==> config.mk <==
export PLATFORM = sky130hd
export DESIGN_NAME = uart_tx_fifo
export DESIGN_NICKNAME = d
export VERILOG_FILES = /design/src/rtl/uart_pkg.sv /design/src/rtl/sync_fifo.sv /design/src/rtl/uart_tx_fifo.sv
export SDC_FILE = /design/constraint.sdc
export NUM_CORES = 1
export LEC_CHECK = 0
export BUFFER_PORTS_ARGS = -buffer_cell sky130_fd_sc_hd__clkbuf_2
export CORE_ASPECT_RATIO = 1.25
export CORE_MARGIN = 5
export CORE_UTILIZATION = 60
export CTS_BUF_LIST = sky130_fd_sc_hd__clkbuf_4 sky130_fd_sc_hd__clkbuf_8
export DETAILED_ROUTE_END_ITERATION = 7
export GPL_TIMING_DRIVEN = 0
export PLACE_DENSITY = 0.88
export SETUP_SLACK_MARGIN = 0.4
export SLEW_MARGIN = 20
export SYNTH_ARGS = -nofsm -noshare
export SYNTH_HDL_FRONTEND = slang
export SYNTH_HIERARCHICAL = 1
export SYNTH_SLANG_ARGS = --single-unit
==> constraint.sdc <==
create_clock -name i_clk -period 8.3 [get_ports i_clk]
set_input_delay 0.83 -clock i_clk [delete_from_list [all_inputs] [get_ports i_clk]]
set_output_delay 0.83 -clock i_clk [all_outputs]
set_load 0.1 [all_outputs]
==> src/rtl/uart_pkg.sv <==
// Shared UART definitions for the system-clock transmitter and receiver.
package uart_pkg;

   typedef enum logic [1:0] {
      IDLE,
      START,
      DATA,
      STOP
   } tx_state_t;

   localparam int   DATA_BITS  = 8;
   localparam int   STOP_BITS  = 1;
   localparam logic IDLE_LEVEL = 1'b1;

   // Rounded to the nearest cycle so non-integer ratios keep the smallest bit-time error.
   function automatic int clks_per_bit(input int clk_freq, input int baud);
      return (clk_freq + baud / 2) / baud;
   endfunction

endpackage

==> src/rtl/sync_fifo.sv <==
// Synchronous first-word-fall-through FIFO; full/empty come from the occupancy count.
module sync_fifo #(
   parameter int WIDTH = 8,
   parameter int DEPTH = 16
) (
   input  logic                   i_clk,
   input  logic                   i_rst,
   input  logic                   i_push,
   input  logic [WIDTH-1:0]       i_data,
   input  logic                   i_pop,
   output logic [WIDTH-1:0]       o_data,
   output logic                   o_full,
   output logic                   o_empty,
   output logic [$clog2(DEPTH):0] o_count
);

   localparam int            AW       = $clog2(DEPTH);
   localparam logic [AW:0]   FULL_CNT = (AW + 1)'(DEPTH);
   localparam logic [AW-1:0] PTR_ONE  = AW'(1);
   localparam logic [AW:0]   CNT_ONE  = (AW + 1)'(1);

   logic [WIDTH-1:0] mem_q [DEPTH];
   logic [AW-1:0]    wr_ptr_q, wr_ptr_d;
   logic [AW-1:0]    rd_ptr_q, rd_ptr_d;
   logic [AW:0]      count_q, count_d;
   logic             do_push, do_pop;

   always_comb begin
      o_full   = (count_q == FULL_CNT);
      o_empty  = (count_q == '0);
      do_push  = i_push && !o_full;
      do_pop   = i_pop && !o_empty;
      wr_ptr_d = wr_ptr_q;
      rd_ptr_d = rd_ptr_q;
      count_d  = count_q;
      if (do_push) begin
         wr_ptr_d = wr_ptr_q + PTR_ONE;
      end
      if (do_pop) begin
         rd_ptr_d = rd_ptr_q + PTR_ONE;
      end
      if (do_push && !do_pop) begin
         count_d = count_q + CNT_ONE;
      end else if (do_pop && !do_push) begin
         count_d = count_q - CNT_ONE;
      end
   end

   assign o_data  = mem_q[rd_ptr_q];
   assign o_count = count_q;

   always_ff @(posedge i_clk) begin
      if (i_rst) begin
         wr_ptr_q <= '0;
         rd_ptr_q <= '0;
         count_q  <= '0;
      end else begin
         wr_ptr_q <= wr_ptr_d;
         rd_ptr_q <= rd_ptr_d;
         count_q  <= count_d;
      end
   end

   // Storage needs no reset: a slot is only read after it has been written.
   always_ff @(posedge i_clk) begin
      if (do_push && !i_rst) begin
         mem_q[wr_ptr_q] <= i_data;
      end
   end

endmodule

==> src/rtl/uart_tx_fifo.sv <==
// 8N1 UART transmitter with input FIFO, bit timing derived from the system clock.
//   state | meaning
//   IDLE  | line high, waiting for a queued byte
//   START | start bit (low) for one bit time
//   DATA  | eight data bits, LSB first
//   STOP  | stop bit (high); pops the next byte at its end for gapless frames
module uart_tx_fifo
   import uart_pkg::*;
#(
   parameter int CLK_FREQ     = 12000000,
   parameter int BAUD         = 9600,
   parameter int CLKS_PER_BIT = clks_per_bit(CLK_FREQ, BAUD),
   parameter int FIFO_DEPTH   = 16
) (
   input  logic                        i_clk,
   input  logic                        i_rst,
   input  logic [7:0]                  i_data,
   input  logic                        i_valid,
   output logic                        o_ready,
   output logic                        o_tx,
   output logic                        o_busy,
   output logic [$clog2(FIFO_DEPTH):0] o_count
);

   if (CLKS_PER_BIT < 2) begin : g_cpb_check
      $error("uart_tx_fifo: CLKS_PER_BIT must be at least 2");
   end
   if ((FIFO_DEPTH < 2) || ((FIFO_DEPTH & (FIFO_DEPTH - 1)) != 0)) begin : g_depth_check
      $error("uart_tx_fifo: FIFO_DEPTH must be a power of two and at least 2");
   end
   if (STOP_BITS != 1) begin : g_stop_check
      $error("uart_tx_fifo: only one stop bit is implemented");
   end

   localparam int            BW          = $clog2(CLKS_PER_BIT);
   localparam logic [BW-1:0] BAUD_RELOAD = BW'(CLKS_PER_BIT - 1);
   localparam logic [BW-1:0] BAUD_ONE    = BW'(1);
   localparam logic [2:0]    BIT_LAST    = 3'(DATA_BITS - 1);

   tx_state_t              state_q, state_d;
   logic [BW-1:0]          baud_cnt_q, baud_cnt_d;
   logic [2:0]             bit_idx_q, bit_idx_d;
   logic [DATA_BITS-1:0]   shift_q, shift_d;
   logic                   tx_q, tx_d;
   logic                   busy_q, busy_d;
   logic                   out_en_q, out_en_d;
   logic                   baud_done;

   logic                   fifo_push, fifo_pop;
   logic                   fifo_full, fifo_empty;
   logic [DATA_BITS-1:0]   fifo_data;

   // Ready follows the registered count only, so a pop never frees a slot in the same cycle.
   assign o_ready   = out_en_q && !fifo_full;
   assign fifo_push = i_valid && o_ready;
   assign o_tx      = tx_q;
   assign o_busy    = busy_q;

   sync_fifo #(
      .WIDTH (DATA_BITS),
      .DEPTH (FIFO_DEPTH)
   ) u_fifo (
      .i_clk   (i_clk),
      .i_rst   (i_rst),
      .i_push  (fifo_push),
      .i_data  (i_data),
      .i_pop   (fifo_pop),
      .o_data  (fifo_data),
      .o_full  (fifo_full),
      .o_empty (fifo_empty),
      .o_count (o_count)
   );

   always_comb begin
      state_d    = state_q;
      baud_cnt_d = baud_cnt_q;
      bit_idx_d  = bit_idx_q;
      shift_d    = shift_q;
      tx_d       = tx_q;
      busy_d     = busy_q;
      out_en_d   = 1'b1;
      fifo_pop   = 1'b0;
      baud_done  = (baud_cnt_q == '0);

      if (state_q != IDLE && !baud_done) begin
         baud_cnt_d = baud_cnt_q - BAUD_ONE;
      end

      unique case (state_q)
         IDLE: begin
            tx_d   = IDLE_LEVEL;
            busy_d = 1'b0;
            if (!fifo_empty) begin
               fifo_pop   = 1'b1;
               shift_d    = fifo_data;
               baud_cnt_d = BAUD_RELOAD;
               state_d    = START;
               tx_d       = ~IDLE_LEVEL;
               busy_d     = 1'b1;
            end
         end
         START: begin
            if (baud_done) begin
               state_d    = DATA;
               bit_idx_d  = '0;
               baud_cnt_d = BAUD_RELOAD;
               tx_d       = shift_q[0];
            end
         end
         DATA: begin
            if (baud_done) begin
               baud_cnt_d = BAUD_RELOAD;
               if (bit_idx_q == BIT_LAST) begin
                  state_d = STOP;
                  tx_d    = IDLE_LEVEL;
               end else begin
                  bit_idx_d = bit_idx_q + 3'd1;
                  shift_d   = {1'b0, shift_q[DATA_BITS-1:1]};
                  tx_d      = shift_q[1];
               end
            end
         end
         STOP: begin
            if (baud_done) begin
               if (!fifo_empty) begin
                  fifo_pop   = 1'b1;
                  shift_d    = fifo_data;
                  baud_cnt_d = BAUD_RELOAD;
                  state_d    = START;
                  tx_d       = ~IDLE_LEVEL;
               end else begin
                  state_d = IDLE;
                  busy_d  = 1'b0;
                  tx_d    = IDLE_LEVEL;
               end
            end
         end
         default: begin
            state_d = IDLE;
         end
      endcase
   end

   always_ff @(posedge i_clk) begin
      if (i_rst) begin
         state_q    <= IDLE;
         baud_cnt_q <= '0;
         bit_idx_q  <= '0;
         shift_q    <= '0;
         tx_q       <= IDLE_LEVEL;
         busy_q     <= 1'b0;
         out_en_q   <= 1'b0;
      end else begin
         state_q    <= state_d;
         baud_cnt_q <= baud_cnt_d;
         bit_idx_q  <= bit_idx_d;
         shift_q    <= shift_d;
         tx_q       <= tx_d;
         busy_q     <= busy_d;
         out_en_q   <= out_en_d;
      end
   end

endmodule

Yosys cells after proc, flatten, opt, wreduce, memory -nomap -nowiden. Memories as Yosys holds them, arrays and structs flattened. A register that Yosys moved wholly into a read port is not among the register bits. Cells that the tools add are included.

$add $sub $neg: 6. Eq/ne operators: 12. Mux-type cells: 40. Reduce and logical (&&, ||, !) cells: 28.

Operator list (count): 11-bit 2-to-1 mux (4); 11-bit case mux with 3 select lines (1); 8-bit 2-to-1 mux (4); 8-bit case mux with 3 select lines (1); 2-bit inequality test, second input constant (7); 1-bit 2-to-1 mux (13); 11-bit zero test (1); 11-bit by 1-bit subtractor with 11-bit output, second input constant (1); 2-bit 2-to-1 mux (5); 5-bit 2-to-1 mux (2); 3-bit 2-to-1 mux (3); 4-bit by 1-bit adder with 4-bit output, second input constant (2); 1-bit logical AND (8); 4-bit 2-to-1 mux (2); 2-bit case mux with 4 select lines (1); 4-bit AND reduction (2); 2-bit nonzero test (4); 1-bit zero test (6); 3-bit case mux with 2 select lines (1); 3-bit AND reduction (2); 5-bit by 1-bit adder with 5-bit output, second input constant (1); 5-bit == test, second input constant (1); 5-bit zero test (1); 5-bit AND reduction (1); 10 further kinds (12).

Memories kept: 1. Input bits: 11. Register bits: 40. RAM bits: 128.

Memories: u_fifo.mem_q (words 16, width 8, rd ports 1, clocked after Yosys merged registers in 1, wr ports 1, RTL line sync_fifo.sv:22) `logic [WIDTH-1:0] mem_q [DEPTH];`.

Logic depth before layout (Yosys ltp).
Depth after elaboration: 9. Mapped depth: 15. Gate-level depth less buffers: 14.

By module. The synthesis kept the hierarchy.

By module, submodules not included: sync_fifo (area an instance 5766.8 um^2, cells each 310, times used 1); uart_tx_fifo (area an instance 1600.3 um^2, cells each 169, times used 1).

Worst setup path before layout. Ideal clock, no wire load.

Kind: reg-to-reg. Start point: register u_fifo.count_q[0], in the netlist u_fifo/o_count[0]. End point: register u_fifo.count_q[4], in the netlist u_fifo/o_count[4]. Arrival: 4699 ps. Path slack: 3480 ps. Cell stages (with the launch flop): 15. Clock period less this slack: 4820 ps. Buffers on the path: 1. Cells stage by stage: dfxtp_1 or4_1 buf_6 nor2_1 nor2b_1 and2_1 o21ai_4 inv_4 ha_1 inv_1 ha_1 a21oi_1 a211oi_1 a31oi_1 mux2_2.

Cells in the longest elaborated chain, start to end: 8. Elaborated cells between the ends (all ways): 20. Those cells by class: 2 x add/sub; 1 x eq/ne; 5 x mux; 12 x reduce/logical.

Ends and longest elaborated chain: start: declaration (RTL line sync_fifo.sv:25) `logic [AW:0] count_q, count_d;`; start signal: assignment (RTL line sync_fifo.sv:60) `count_q <= count_d;`; 5-bit == test * (RTL line sync_fifo.sv:29) `o_full = (count_q == FULL_CNT);`; net fifo_full (RTL line uart_tx_fifo.sv:50) `logic fifo_full, fifo_empty;`; 1-bit zero test * (RTL line uart_tx_fifo.sv:54) `assign o_ready = out_en_q && !fifo_full;`; 1-bit logical AND * (RTL line uart_tx_fifo.sv:54); net o_ready (RTL line uart_tx_fifo.sv:19) `output logic o_ready,`; 1-bit logical AND * (RTL line uart_tx_fifo.sv:55) `assign fifo_push = i_valid && o_ready;`; net fifo_push (RTL line uart_tx_fifo.sv:49) `logic fifo_push, fifo_pop;`; 1-bit logical AND * (RTL line sync_fifo.sv:31) `do_push = i_push && !o_full;`; net u_fifo.do_push (RTL line sync_fifo.sv:26) `logic do_push, do_pop;`; 1-bit zero test (RTL line sync_fifo.sv:44) `end else if (do_pop && !do_push) begin`; 1-bit logical AND (RTL line sync_fifo.sv:44); 2-bit nonzero test (no line).

The timed path passes the listed nets; every way through them passes the cells marked *. The select of a mux whose other input is x is not followed. A chain may end at the register's enable or synchronous reset.

Worst setup path after layout.
Start point: register baud_cnt_q[0]. End point: register u_fifo.count_q[4], in the netlist u_fifo/o_count[4].

Cells in the longest elaborated chain, start to end: 7. Elaborated cells between the ends (all ways): 9. Those cells by class: 3 x mux; 6 x reduce/logical.

Ends and longest elaborated chain: start: declaration (RTL line uart_tx_fifo.sv:41) `logic [BW-1:0] baud_cnt_q, baud_cnt_d;`; start signal: assignment (RTL line uart_tx_fifo.sv:155) `baud_cnt_q <= baud_cnt_d;`; 11-bit zero test * (RTL line uart_tx_fifo.sv:83) `baud_done = (baud_cnt_q == '0);`; 1-bit 2-to-1 mux * (RTL line uart_tx_fifo.sv:124) `if (baud_done) begin`; 1-bit case mux with 2 select lines * (RTL line uart_tx_fifo.sv:89) `unique case (state_q)`; net fifo_pop (RTL line uart_tx_fifo.sv:49); 1-bit logical AND * (RTL line sync_fifo.sv:32) `do_pop = i_pop && !o_empty;`; 1-bit zero test (RTL line sync_fifo.sv:42) `if (do_push && !do_pop) begin`; 1-bit logical AND (RTL line sync_fifo.sv:42); 5-bit 2-to-1 mux / 2-bit nonzero test (equally long branches).

The timed path passes the listed nets; every way through them passes the cells marked *.

==> flow_summary.json <==
{
  "outcome": "finished clean",
  "start_util_pct": 60.9,
  "synth-seq-cells": 172,
  "crit_fanout": 10,
  "syn_area_per_cell_um2": 15.4,
  "drt_iter0_markers": 407,
  "diodes": 0,
  "layoutNonFillerInstCount": 693,
  "critPathKind": "reg2reg",
  "synth_edf_count": 128,
  "clk_latency_ps": 450,
  "dp_slack_ps": 4270,
  "synth_nets": 508,
  "power.total_mw": 2.58,
  "io_buffers": 18,
  "clk_path_buf_depth": 2,
  "synth_ff_type": "edfxtp_1",
  "hpwl_mm": 9.76,
  "powerDensity_mw_per_mm2": 322,
  "min_period_ps": 4060,
  "ant_nets": 0,
  "cts_setup_buffers": 0,
  "grt_usage_pct": 20.9,
  "tns_ps": 0,
  "cts.repair.resized": 0,
  "period_share_pct": 48.9,
  "vias": 4172,
  "ys_warn_count": 6,
  "max-slew-margin-rel_pct": 44.3,
  "seq_area_frac_synth_pct": 64.1,
  "die_x_um": 109,
  "placed_area_mm2": 0.00768,
  "drive_gt1_share_pct": 22.9,
  "grt_max_degree": 17,
  "hold_violations": 0,
  "holdCritPathClass": "reg2reg",
  "setup_viol": 0,
  "nFillCells": 818,
  "cts_buffers": 17,
  "fin_area_mm2": 0.00803,
  "cts_hold_buf": 0,
  "hold_slack_ps": 465,
  "cp.arrival_ps": 4400,
  "synthArstFlopShare_pct": 0,
  "grt_overflow": 0,
  "path_clk_slew_ps": 90,
  "die_y_um": 134,
  "yosys.cell_count.top_type": "edfxtp_1",
  "cts_root_buf": "clkbuf_8",
  "slew_violations": 0,
  "place_congestion": 0.859,
  "grt_pass1_vias": 4355,
  "drc": 0,
  "multi_input_area_mm2": 0.00250,
  "crit_required_ps": 8640,
  "antenna_found_initial": 0,
  "ir_drop_mv": 0.191,
  "fmaxAchievable_mhz": 247,
  "start_kind": "flop",
  "yosys-top-cells-area": "edfxtp_1, dfxtp_1, mux4_2, ha_1, nor2_1",
  "final_util_pct": 66.3,
  "htree_levels": 4,
  "cellLeakagePower_nw": 2.71,
  "synth_cells": 479,
  "worst_pin_slew_ps": 832,
  "synth_largest_type_area_fraction_pct": 52.2,
  "worstHoldStart": "shift_q[2]",
  "ys_types": 59,
  "core_area_mm2": 0.0121,
  "area_growth_pct": 9.00,
  "netlist_area_mm2": 0.00737,
  "die_area_mm2": 0.0146,
  "clock_skew_ps": 10.0,
  "rsz0062_at_grt": "false",
  "io_pins": 19,
  "drt_wl_total_mm": 14.1,
  "dp_cells": 661,
  "ys_top_cells_by_count": "edfxtp_1, dfxtp_1, nor2_1, nand2_1, mux4_2",
  "rows": 45,
  "viasPerCell": 6.02,
  "rr_startpoint": "baud_cnt_q[0]",
  "wl_per_cell_um": 20.3,
  "grt_pass1_wl_mm": 22.7,
  "layout.nets": 545,
  "fin_ws_ps": 4240,
  "startpoint": "baud_cnt_q[0]",
  "synth_top_cell_by_area": "edfxtp_1",
  "dr.pass1.iters": 4,
  "max_cap_violations": 0,
  "clock_sinks": 172,
  "worstSetupEndpointType": "flop",
  "cts_tree": "yes",
  "ff_latch_area_mm2": 0.00472
}
==> per-layer routing <==
layer  track usage, %  vias up  share of wire [%]
li1                 -     1919                  -
met1             25.4     2099                 40
met2             35.6      126                 52
met3             4.57       28                4.7
met4             9.12        0                3.0
met5                0        -                  0
==> cell usage in the layout (no fill, tap or decap), types with 7 or more instances in the layout <==
| master | netlist | final |
|---|---|---|
| nand2_1 | 33 | 33 |
| mux2i_1 | 12 | 12 |
| edfxtp_1 | 128 | 128 |
| a211oi_1 | 7 | 7 |
| nor2_1 | 40 | 40 |
| ha_1 | 17 | 17 |
| inv_1 | 16 | 16 |
| a22oi_1 | 16 | 16 |
| clkbuf_1 | 10 | 10 |
| clkbuf_8 | 0 | 17 |
| clkbuf_2 | 0 | 18 |
| dfxtp_1 | 44 | 44 |
| mux2_2 | 9 | 9 |
| a21oi_1 | 16 | 16 |
| mux4_2 | 32 | 32 |
==> final cells by class <==
cell class	instances	share of cell area (%)
sequential	172	58.8
buffer	19	1.18
multi-input combinational	271	31.1
inverter	17	0.826
clock buffer	17	2.91
clock inverter	15	1.42
timing repair buffer	18	1.12
tap	164	2.56
==> worst paths after layout <==
kind | depth (start not counted) | slack, ps | endpoint
max | 15 | 4240 | u_fifo/o_count[4]
min | 2 | 460 | shift_q[2]
max reg2reg | 15 | 4240 | u_fifo/o_count[4]
min reg2reg | 2 | 460 | shift_q[2]
==> sequential cells by signal, summed over array words and instances, names as in the netlist, named ones only <==
| register | flops |
|---|---|
| o_busy | 1 |
| shift_q | 8 |
| baud_cnt_q | 11 |
| o_tx | 1 |
| bit_idx_q | 3 |
| u_fifo/rd_ptr_q | 4 |
| state_q | 2 |
| out_en_q | 1 |
| u_fifo/o_count | 5 |
| u_fifo/wr_ptr_q | 4 |
| u_fifo/mem_q | 128 |
==> critical path: stages (launching register included) <==
cell	delay (ps)
dfxtp_1	350
inv_1	110
ha_1	200
nor4b_4	470
and3_4	320
buf_8	150
nand2_1	60
a211oi_1	580
o21ai_4	150
ha_1	230
inv_1	160
ha_1	300
a21oi_1	200
a211oi_1	100
a31oi_1	220
mux2_2	370
==> where the power goes <==
part	internal, mW	leakage (nW)	total, mW	switching (mW)
Sequential	0.991	1.51	1.05	0.0608
Clock	0.211	0.172	0.514	0.304
Combinational	0.405	1.03	1.02	0.614
Total	1.61	2.71	2.58	0.978
==> kinds of logic (layout without fill, tap and decap cells) <==
group | after synthesis | count (layout) | share of synthesized area [%]
adder cells (fa/ha/maj) | 18 | 18 | 3.16
AND/OR/NAND/NOR | 118 | 118 | 8.64
AO/OA/AOI/OAI | 69 | 69 | 7.44
XOR/XNOR | 13 | 13 | 1.65
buffers and inverters | 36 | 86 | 2.19
flip-flops | 172 | 172 | 64.1
multiplexers | 53 | 53 | 12.8
(Power assumes the default switching activity.)
